[config.mk]
export PLATFORM = sky130hd
export DESIGN_NAME = note_sequencer
export DESIGN_NICKNAME = d
export VERILOG_FILES = /design/src/rtl/note_sequencer_pkg.sv /design/src/rtl/note_sequencer_beat_timer.sv /design/src/rtl/note_sequencer.sv
export SDC_FILE = /design/constraint.sdc
export NUM_CORES = 1
export LEC_CHECK = 0
export CORE_ASPECT_RATIO = 1.5
export CORE_MARGIN = 2
export CORE_UTILIZATION = 40
export CTS_BUF_LIST = sky130_fd_sc_hd__clkbuf_4 sky130_fd_sc_hd__clkbuf_8
export DETAILED_ROUTE_END_ITERATION = 7
export SLEW_MARGIN = 20
export SYNTH_ARGS = -nofsm -noshare
export SYNTH_HDL_FRONTEND = slang
export SYNTH_SLANG_ARGS = --single-unit
[constraint.sdc]
create_clock -name clk -period 3.2 [get_ports clk]
set_input_delay 0.48 -clock clk [delete_from_list [all_inputs] [get_ports clk]]
set_output_delay 0.48 -clock clk [all_outputs]
set_load 0.02 [all_outputs]
[src/rtl/note_sequencer_pkg.sv]
// Shared types for the note sequencer: step-table entry layout, FSM states
// and the note codes that index the buzzer decoder outputs.
package note_seq_pkg;

    typedef struct packed {
        logic       rest;
        logic [1:0] dur;
        logic [2:0] note;
    } step_t;

    typedef enum logic [1:0] {
        IDLE = 2'd0,
        PLAY = 2'd1,
        GAP  = 2'd2
    } state_t;

    localparam logic [2:0] NOTE_G6 = 3'd0;
    localparam logic [2:0] NOTE_F6 = 3'd1;
    localparam logic [2:0] NOTE_D6 = 3'd2;
    localparam logic [2:0] NOTE_B7 = 3'd3;
    localparam logic [2:0] NOTE_C6 = 3'd4;
    localparam logic [2:0] NOTE_A7 = 3'd5;
    localparam logic [2:0] NOTE_E6 = 3'd6;
    localparam logic [2:0] NOTE_C7 = 3'd7;

    function automatic logic [7:0] note_onehot(input step_t s);
        return s.rest ? 8'h00 : (8'h01 << s.note);
    endfunction

endpackage

[src/rtl/note_sequencer_beat_timer.sv]
// Prescaler plus 2-bit beat counter; expire is high in the last cycle of a
// segment lasting (beats+1)*(term+1) cycles after the cycle clear is released.
module beat_timer #(
    parameter int PW = 2
) (
    input  logic          clk,
    input  logic          rst_n,
    input  logic          clear,
    input  logic [1:0]    beats,
    input  logic [PW-1:0] term,
    output logic          expire
);

    logic [PW-1:0] pre_q, pre_d;
    logic [1:0]    beat_q, beat_d;

    always_comb begin
        pre_d  = pre_q + PW'(1);
        beat_d = beat_q;
        if (clear) begin
            pre_d  = '0;
            beat_d = '0;
        end else if (pre_q == term) begin
            pre_d  = '0;
            beat_d = beat_q + 2'd1;
        end
    end

    always_ff @(posedge clk) begin
        if (!rst_n) begin
            pre_q  <= '0;
            beat_q <= '0;
        end else begin
            pre_q  <= pre_d;
            beat_q <= beat_d;
        end
    end

    assign expire = (pre_q == term) && (beat_q == beats);

endmodule

[src/rtl/note_sequencer.sv]
// Programmable melody scheduler: plays a writable step table onto eight
// one-hot buzzer enables with start/stop/loop control.
module note_sequencer
    import note_seq_pkg::*;
#(
    parameter int TICK_DIV   = 1000,
    parameter int GAP_CYCLES = 2,
    parameter int STEPS      = 8
) (
    input  logic       clk,
    input  logic       rst_n,
    input  logic       start,
    input  logic       stop,
    input  logic       loop,
    input  logic       wr_en,
    input  logic [2:0] wr_addr,
    input  logic [5:0] wr_data,
    output logic [7:0] buzzer_en,
    output logic [2:0] step_idx,
    output logic       busy,
    output logic       done
);

    localparam int MAXDIV        = (TICK_DIV > GAP_CYCLES) ? TICK_DIV : GAP_CYCLES;
    localparam int PW            = (MAXDIV > 1) ? $clog2(MAXDIV) : 1;
    localparam int GAP_TERM      = (GAP_CYCLES > 0) ? GAP_CYCLES - 1 : 0;
    localparam logic [2:0] LAST  = 3'(STEPS - 1);

    state_t     state_q, state_d;
    step_t      table_q [8];
    step_t      cur_q, cur_d;
    logic [2:0] ptr_q, ptr_d, nxt;
    logic [7:0] buzzer_q, buzzer_d;
    logic       busy_q, busy_d, done_q, done_d;
    logic       clear, adv, expire;
    logic [PW-1:0] term;

    // Gap segments reuse the timer as a plain cycle counter.
    assign term = (state_q == GAP) ? PW'(GAP_TERM) : PW'(TICK_DIV - 1);

    beat_timer #(.PW(PW)) u_timer (
        .clk    (clk),
        .rst_n  (rst_n),
        .clear  (clear),
        .beats  ((state_q == PLAY) ? cur_q.dur : 2'd0),
        .term   (term),
        .expire (expire)
    );

    always_comb begin
        state_d  = state_q;
        ptr_d    = ptr_q;
        cur_d    = cur_q;
        buzzer_d = buzzer_q;
        busy_d   = busy_q;
        done_d   = 1'b0;
        clear    = 1'b0;
        adv      = 1'b0;
        nxt      = (ptr_q == LAST) ? 3'd0 : ptr_q + 3'd1;
        case (state_q)
            IDLE: begin
                clear = 1'b1;
                if (start) begin
                    state_d  = PLAY;
                    ptr_d    = 3'd0;
                    cur_d    = table_q[0];
                    buzzer_d = note_onehot(table_q[0]);
                    busy_d   = 1'b1;
                end
            end
            PLAY: begin
                if (expire) begin
                    clear = 1'b1;
                    if (GAP_CYCLES > 0) begin
                        state_d  = GAP;
                        buzzer_d = 8'h00;
                    end else begin
                        adv = 1'b1;
                    end
                end
            end
            GAP: begin
                if (expire) begin
                    clear = 1'b1;
                    adv   = 1'b1;
                end
            end
            default: state_d = IDLE;
        endcase
        if (adv) begin
            if (ptr_q != LAST || loop) begin
                state_d  = PLAY;
                ptr_d    = nxt;
                cur_d    = table_q[nxt];
                buzzer_d = note_onehot(table_q[nxt]);
            end else begin
                state_d  = IDLE;
                ptr_d    = 3'd0;
                buzzer_d = 8'h00;
                busy_d   = 1'b0;
                done_d   = 1'b1;
            end
        end
        // Abort wins over start, step advance and loop wrap.
        if (stop) begin
            state_d  = IDLE;
            ptr_d    = 3'd0;
            buzzer_d = 8'h00;
            busy_d   = 1'b0;
            done_d   = 1'b0;
            clear    = 1'b1;
        end
    end

    always_ff @(posedge clk) begin
        if (!rst_n) begin
            state_q  <= IDLE;
            ptr_q    <= 3'd0;
            cur_q    <= '0;
            buzzer_q <= 8'h00;
            busy_q   <= 1'b0;
            done_q   <= 1'b0;
            for (int i = 0; i < 8; i++) table_q[i] <= '0;
        end else begin
            state_q  <= state_d;
            ptr_q    <= ptr_d;
            cur_q    <= cur_d;
            buzzer_q <= buzzer_d;
            busy_q   <= busy_d;
            done_q   <= done_d;
            if (wr_en) table_q[wr_addr] <= step_t'(wr_data);
        end
    end

    assign buzzer_en = buzzer_q;
    assign step_idx  = ptr_q;
    assign busy      = busy_q;
    assign done      = done_q;

endmodule

# Word level (Yosys, flattened, before mapping)
# Memory sizes are Yosys's and may differ from the RTL's.
# Cells that the tools add are included.
[word_totals]
input_bits = 15
mem_bits_rw = 48
ff_bits = 33
n_memories = 1
out_inout_bits = 13
elab_cells = 81
[op_classes]
bitwise = 2
mux = 39
eq_ne = 9
shift = 2
n_reduce_logical = 15
addsub = 3
[mem_list]
columns = ["name", "depth", "word_bits", "read_ports", "rd_ports_with_merged_regs", "wr", "line", "text"]
rows = [
  ["table_q", 8, 6, 2, 0, 8, "note_sequencer.sv:30", "step_t table_q [8];"],
]
[ops]
columns = ["op", "count"]
rows = [
  ["$mux 8", 6],
  ["$mux 6", 5],
  ["$mux 3", 6],
  ["$pmux 8 s2", 1],
  ["$shl 1x3->8 const A", 2],
  ["$mux 1", 14],
  ["$add 10x1->10 const B", 1],
  ["$eq 10x10->1", 1],
  ["$mux 10", 1],
  ["$ne 3x3->1 const B", 3],
  ["$mux 2", 4],
  ["$pmux 2 s3", 1],
  ["$reduce_and 3->1", 2],
  ["$reduce_or 2->1", 3],
  ["$reduce_or 3->1", 2],
  ["$reduce_or 6->1", 1],
  ["$reduce_bool 2->1", 2],
  ["$add 3x1->3 const B", 1],
  ["$eq 3x3->1 const B", 1],
  ["$reduce_bool 3->1", 1],
  ["$add 2x1->2 const B", 1],
  ["$eq 2x1->1 const B", 1],
  ["$eq 2x2->1", 1],
  ["$eq 2x2->1 const B", 1],
  ["7 further kinds", 8],
]

# Depth between registers and ports, before layout
[depth]
word_depth = 8
depth_mapped = 10
mapped_depth_nobuf = 8

# Cells and area by module
# A second synthesis with hierarchy kept.
[hier_totals]
hier_cells = 362
hier_area_um2 = 3937.5
[modules_own_cells]
columns = ["mod", "cells_each", "area_each_um2", "instances", "seq_area_each_um2"]
rows = [
  ["note_sequencer", 289, 3283.1, 1, 1781.7],
  ["beat_timer", 73, 654.4, 1, 240.2],
]

# Worst setup path after synthesis
# Ideal clock, no wire load.
[synth_timing]
kind = "reg-to-reg"
startpoint = "register ptr_q[0], in the netlist step_idx[0]"
endpoint = "register buzzer_q[7], in the netlist buzzer_en[7]"
path_buffers = 1
setup_slack_ns = 0.639
t_required_ns = 3.112
path_stages_with_launch = 9
t_arrival_ns = 2.473
setup_ns = 0.088
period_less_slack_ns = 2.561
path_cell_list = "dfxtp_1 -> ha_1 -> ha_1 -> buf_6 -> mux4_2 -> mux2i_1 -> nand3b_1 -> or3_1 -> a311oi_2"
[synth_via]
elab_chain_cells = 7
word_cells_on_any_way = 10
cone_classes = "add/sub: 1; eq/ne: 2; shift: 1; mux: 4; reduce/logical: 1; memory: 1"
[synth_rtl]
columns = ["element", "line", "text"]
rows = [
  ["from (decl)", "note_sequencer.sv:32", "logic [2:0] ptr_q, ptr_d, nxt;"],
  ["from (signal assigned)", "note_sequencer.sv:126", "ptr_q <= ptr_d;"],
  ["$add 3x1->3 / $eq 3x3->1 (equally long branches)", "note_sequencer.sv:59", "nxt = (ptr_q == LAST) ? 3'd0 : ptr_q + 3'd1;"],
  ["$mux 3", "note_sequencer.sv:59", ""],
  ["$mem_v2 8x6", "n/a", ""],
  ["$shl 1x3->8", "note_sequencer_pkg.sv:27", "return s.rest ? 8'h00 : (8'h01 << s.note);"],
  ["$mux 8", "note_sequencer_pkg.sv:27", ""],
  ["$mux 8 *", "note_sequencer.sv:91", "if (ptr_q != LAST || loop) begin"],
  ["$mux 8 *", "note_sequencer.sv:90", "if (adv) begin"],
  ["to (signal assigned)", "note_sequencer.sv:128", "buzzer_q <= buzzer_d;"],
  ["to (decl)", "note_sequencer.sv:33", "logic [7:0] buzzer_q, buzzer_d;"],
]
# Mark *: on every way between the ends. The rest lies on a longest branch, timed or not.
# A chain may end at the register's enable or synchronous reset.

# Worst setup path after layout
# Same ends and word-level chain as after synthesis.

==> results.md <==
- Maximum VDD drop: 228.7 uV
- Worst-path maximum fanout: 8
- Port bufs: 27
- NumNets Final: 391
- Pin count of the biggest net entering global routing: 17
- Row count: 43
- Synth warnings: 0
- H-tree levels: 3
- CP Launch Type: flip-flop
- Antenna viol nets, final: 0
- Setup Crit Path Kind: reg -> reg
- Share of layout cells above drive strength 1: 12.37%
- Post-CTS Setup Bufs: 0
- Core area: 9308 sq um
- DRT iter0 DRCs: 97
- Relative slew slack: 45.06%
- Routed wire length: 8360 um
- Worst-skew pair later-pin latency: 360 ps
- CP required: 3480 ps
- Max cap viols: 0
- Critical Path Sink Type: flip-flop
- Post-synthesis adder-cell area fraction: 2.929%
- WL/cell: 17.27 um
- Final instance area: 4438 sq um
- Sequential-to-total area share from yosys stat: 52.59%
- Crit-path leading delay family: simple AND/OR/NAND/NOR gates
- Max-slew violation count: 0
- Setup Skew: 16.78 ps
- Most used flip-flop cell after synthesis: edfxtp_1
- HP Class: reg -> reg
- Outcome: finished, final reports clean
- GRT Total Usage: 17.40%
- Worst path cell trace: ha_1 -> ha_1 -> nor2_4 -> buf_4 -> mux4_2 -> mux2i_1 -> nand3b_1 -> or3_1 -> a311oi_2
- CP most frequent cell: ha_1
- First-pass GRT wire length: 13740 um
- Leakage power: 1.594 nW
- DP HPWL: 6257 um
- Reg2reg setup slack: 520 ps
- Vias in the first global route: 2639
- Post-synthesis mux area share: 9.404%
- Power density over cell area: 448.5 nW/um^2
- Mean post-synth cell area: 11.69 sq um
- CTS tree: yes
- FF/Latch Area: 2022 sq um
- Setup Viol. Count Final: 0
- Antenna violations before repair: 0
- Slowest stage delay, CP: 410 ps
- Chip Height: 124.1 um
- Remaining Overflow, GRT: 0
- Placed inst area: 4262 sq um
- CTS sink cnt: 77
- Root buf cell: clkbuf_8
- Crit path max-delay cell type: or3_1
- Initial Util: 41.31%
- Hold Path Depth: 1
- Part of the cycle the worst path needs: 83.74%
- Fmax: 373.2 MHz
- Vias: 2560
- Clock slew at reported path FFs: 90 ps
- R2R depth: 9
- Crit path DAT: 2960 ps
- DRC viols: 0
- Synth Cell Area: 3845 sq um
- Synth Area in XOR/XNOR: 2.506%
- Flop pwr share: 56.6%
- CP Buf/Inv Count: 1
- # IOs: 28
- First-pass iteration count of the detailed router: 6
- Simple-gate share of the synthesized area: 22.13%
- Final Hold Fails: 0
- Worst-Margin Slew: 815.5 ps
- Fill cells: 863
- Post-CTS Resized: 0
- Yosys cell types: 54
- Mapped Nets: 353
- RSZ-0062 raised after global routing: no
- Comb pwr share: 9.0%
- Post-synthesis cell count: 329
- Largest family of logic cells by synthesized area: simple AND/OR/NAND/NOR gates
- Hold-fix buffers, CTS: 0
- Die ar.: 10430 sq um
- #FFs+latches synth: 77
- Pre-CTS setup slack: 517.4 ps
- Switching share of power: 24.50%
- Total power: 1.990 mW
- CTS Buf Count: 9
- Multi-input gate area: 1720 sq um
- Post-synth EDFFs: 48
- Ant. Diodes: 0
- Net load switching power: 0.4877 mW
- Final setup margin: 520.3 ps
- Async S/R FF share, synth: 0%
- Post-DR vias/cell: 5.289
- Setup TNS Final: 0 ps
- Internal power: 1.503 mW
- Complex-gate fraction of the synthesized area: 7.777%
- Worst path depth: 9
- Minimum clock period: 2680 ps
- Syn-to-layout area delta: 15.42%
- RePlAce Congestion: 0.7919
- Die Wd: 84.05 um
- Clock power share: 34.5%
- Clk buf depth: 2
per-layer routing:
metal	routed length (um)	track usage, %
met3	229	3.976
met5	0	0
met1	3466	19.34
met2	4532	31.94
met4	131	7.157
cell type report:
cell class                 instances  share of cell area, %
tap                              112                  3.158
clock inverter                     4                 0.5357
timing repair buffer              38                  7.950
inverter                           7                 0.5920
sequential                        77                  45.56
clock buffer                      12                  3.440
multi-input combinational        234                  38.77
synth_stat cells (2+ instances only):
cell | instances | share of area (%)
and2_1 | 48 | 7.8
edfxtp_1 | 48 | 37
nor2_1 | 37 | 3.6
dfxtp_1 | 29 | 15
nand3_1 | 18 | 2.3
nand2_1 | 17 | 1.7
nor3_1 | 12 | 1.6
nand2b_1 | 11 | 1.8
ha_1 | 9 | 2.9
inv_1 | 7 | 0.68
mux4_2 | 7 | 4.1
xor2_1 | 7 | 1.6
o21ai_0 | 6 | 0.78
mux2i_1 | 5 | 1.3
mux4_1 | 5 | 3.4
a21oi_1 | 4 | 0.52
buf_6 | 4 | 1.2
clkbuf_1 | 4 | 0.39
xnor2_1 | 4 | 0.91
a31oi_1 | 3 | 0.49
o211a_1 | 3 | 0.78
o221a_2 | 3 | 0.88
a211o_1 | 2 | 0.46
a211oi_2 | 2 | 0.65
mux2_2 | 2 | 0.59
nand4_1 | 2 | 0.33
o211ai_1 | 2 | 0.39
or3_1 | 2 | 0.33
worst paths after layout:
check	startpoint	to
setup / recovery	step_idx[0]$_SDFFE_PP0P_	buzzer_en[7]$_SDFFE_PP0P_
hold reg to reg	u_timer.pre_q[0]$_SDFF_PP0_	u_timer.pre_q[0]$_SDFF_PP0_
setup reg to reg	step_idx[0]$_SDFFE_PP0P_	buzzer_en[7]$_SDFFE_PP0P_
hold / removal	u_timer.pre_q[0]$_SDFF_PP0_	u_timer.pre_q[0]$_SDFF_PP0_
logic make-up after synthesis:
group                    count (synthesis)
flip-flops                              77
AO/OA/AOI/OAI                           36
AND/OR/NAND/NOR                        159
multiplexers                            19
buffers and inverters                   18
XOR/XNOR                                11
adder cells (fa/ha/maj)                  9
worst reg2reg max path: stages (launching register included):
cell      delay, ps
dfxtp_1         360
ha_1            220
ha_1            220
nor2_4          270
buf_4           220
mux4_2          310
mux2i_1         210
nand3b_1        170
or3_1           410
a311oi_2        230
cells in the final DEF (no fill, tap or decap), drive strengths merged, types with 2 or more instances in the layout:
cell | synthesis | layout
a311oi | 2 | 2
a211oi | 3 | 3
edfxtp | 48 | 48
nand4 | 2 | 2
o221a | 3 | 3
nand2b | 11 | 11
xor2 | 7 | 7
mux2i | 5 | 5
a31oi | 3 | 3
and2 | 48 | 48
clkdlybuf4s50 | 0 | 27
clkbuf | 4 | 12
xnor2 | 4 | 4
ha | 9 | 9
mux4 | 12 | 12
o211ai | 2 | 2
dfxtp | 29 | 29
clkinv | 0 | 2
buf | 7 | 11
o211a | 3 | 3
inv | 7 | 9
nor2 | 38 | 38
mux2 | 2 | 2
nand3 | 18 | 18
a21oi | 4 | 4
nand2 | 17 | 17
a211o | 2 | 2
o21ai | 6 | 6
nor3 | 12 | 12
or3 | 2 | 2
power by group through the flow:
| stage | Combinational [mW] | Sequential, mW | Clock (mW) |
|---|---|---|---|
| 2_1_floorplan | 0.104 | 1.14 | 0 |
| 3_3_place_gp | 0.177 | 1.15 | 0 |
| 3_5_place_dp | 0.180 | 1.15 | 0 |
| 4_1_cts | 0.180 | 1.13 | 0.699 |
| 5_1_grt | 0.196 | 1.13 | 0.737 |
| 6_report | 0.179 | 1.13 | 0.686 |
per-stage QoR:
stage | instances | hold slack, ps | utilization (%)
5_1_grt | 484 | 524.4 | 47.68
4_1_cts | 484 | 500.0 | 47.68
3_5_place_dp | 468 | 484.9 | 45.79
6_report | 484 | 492.8 | 47.68
2_1_floorplan | 329 | 441.5 | -
3_3_place_gp | 468 | 474.9 | 45.79
state kept, by name, summed over array words and instances (netlist names):
signal,cells
busy,1
buzzer_en,8
done,1
step_idx,3
table_q,48
u_timer.pre_q,10
u_timer.beat_q,2
cur_q,2
state_q,2
(Power assumes the default switching activity.)
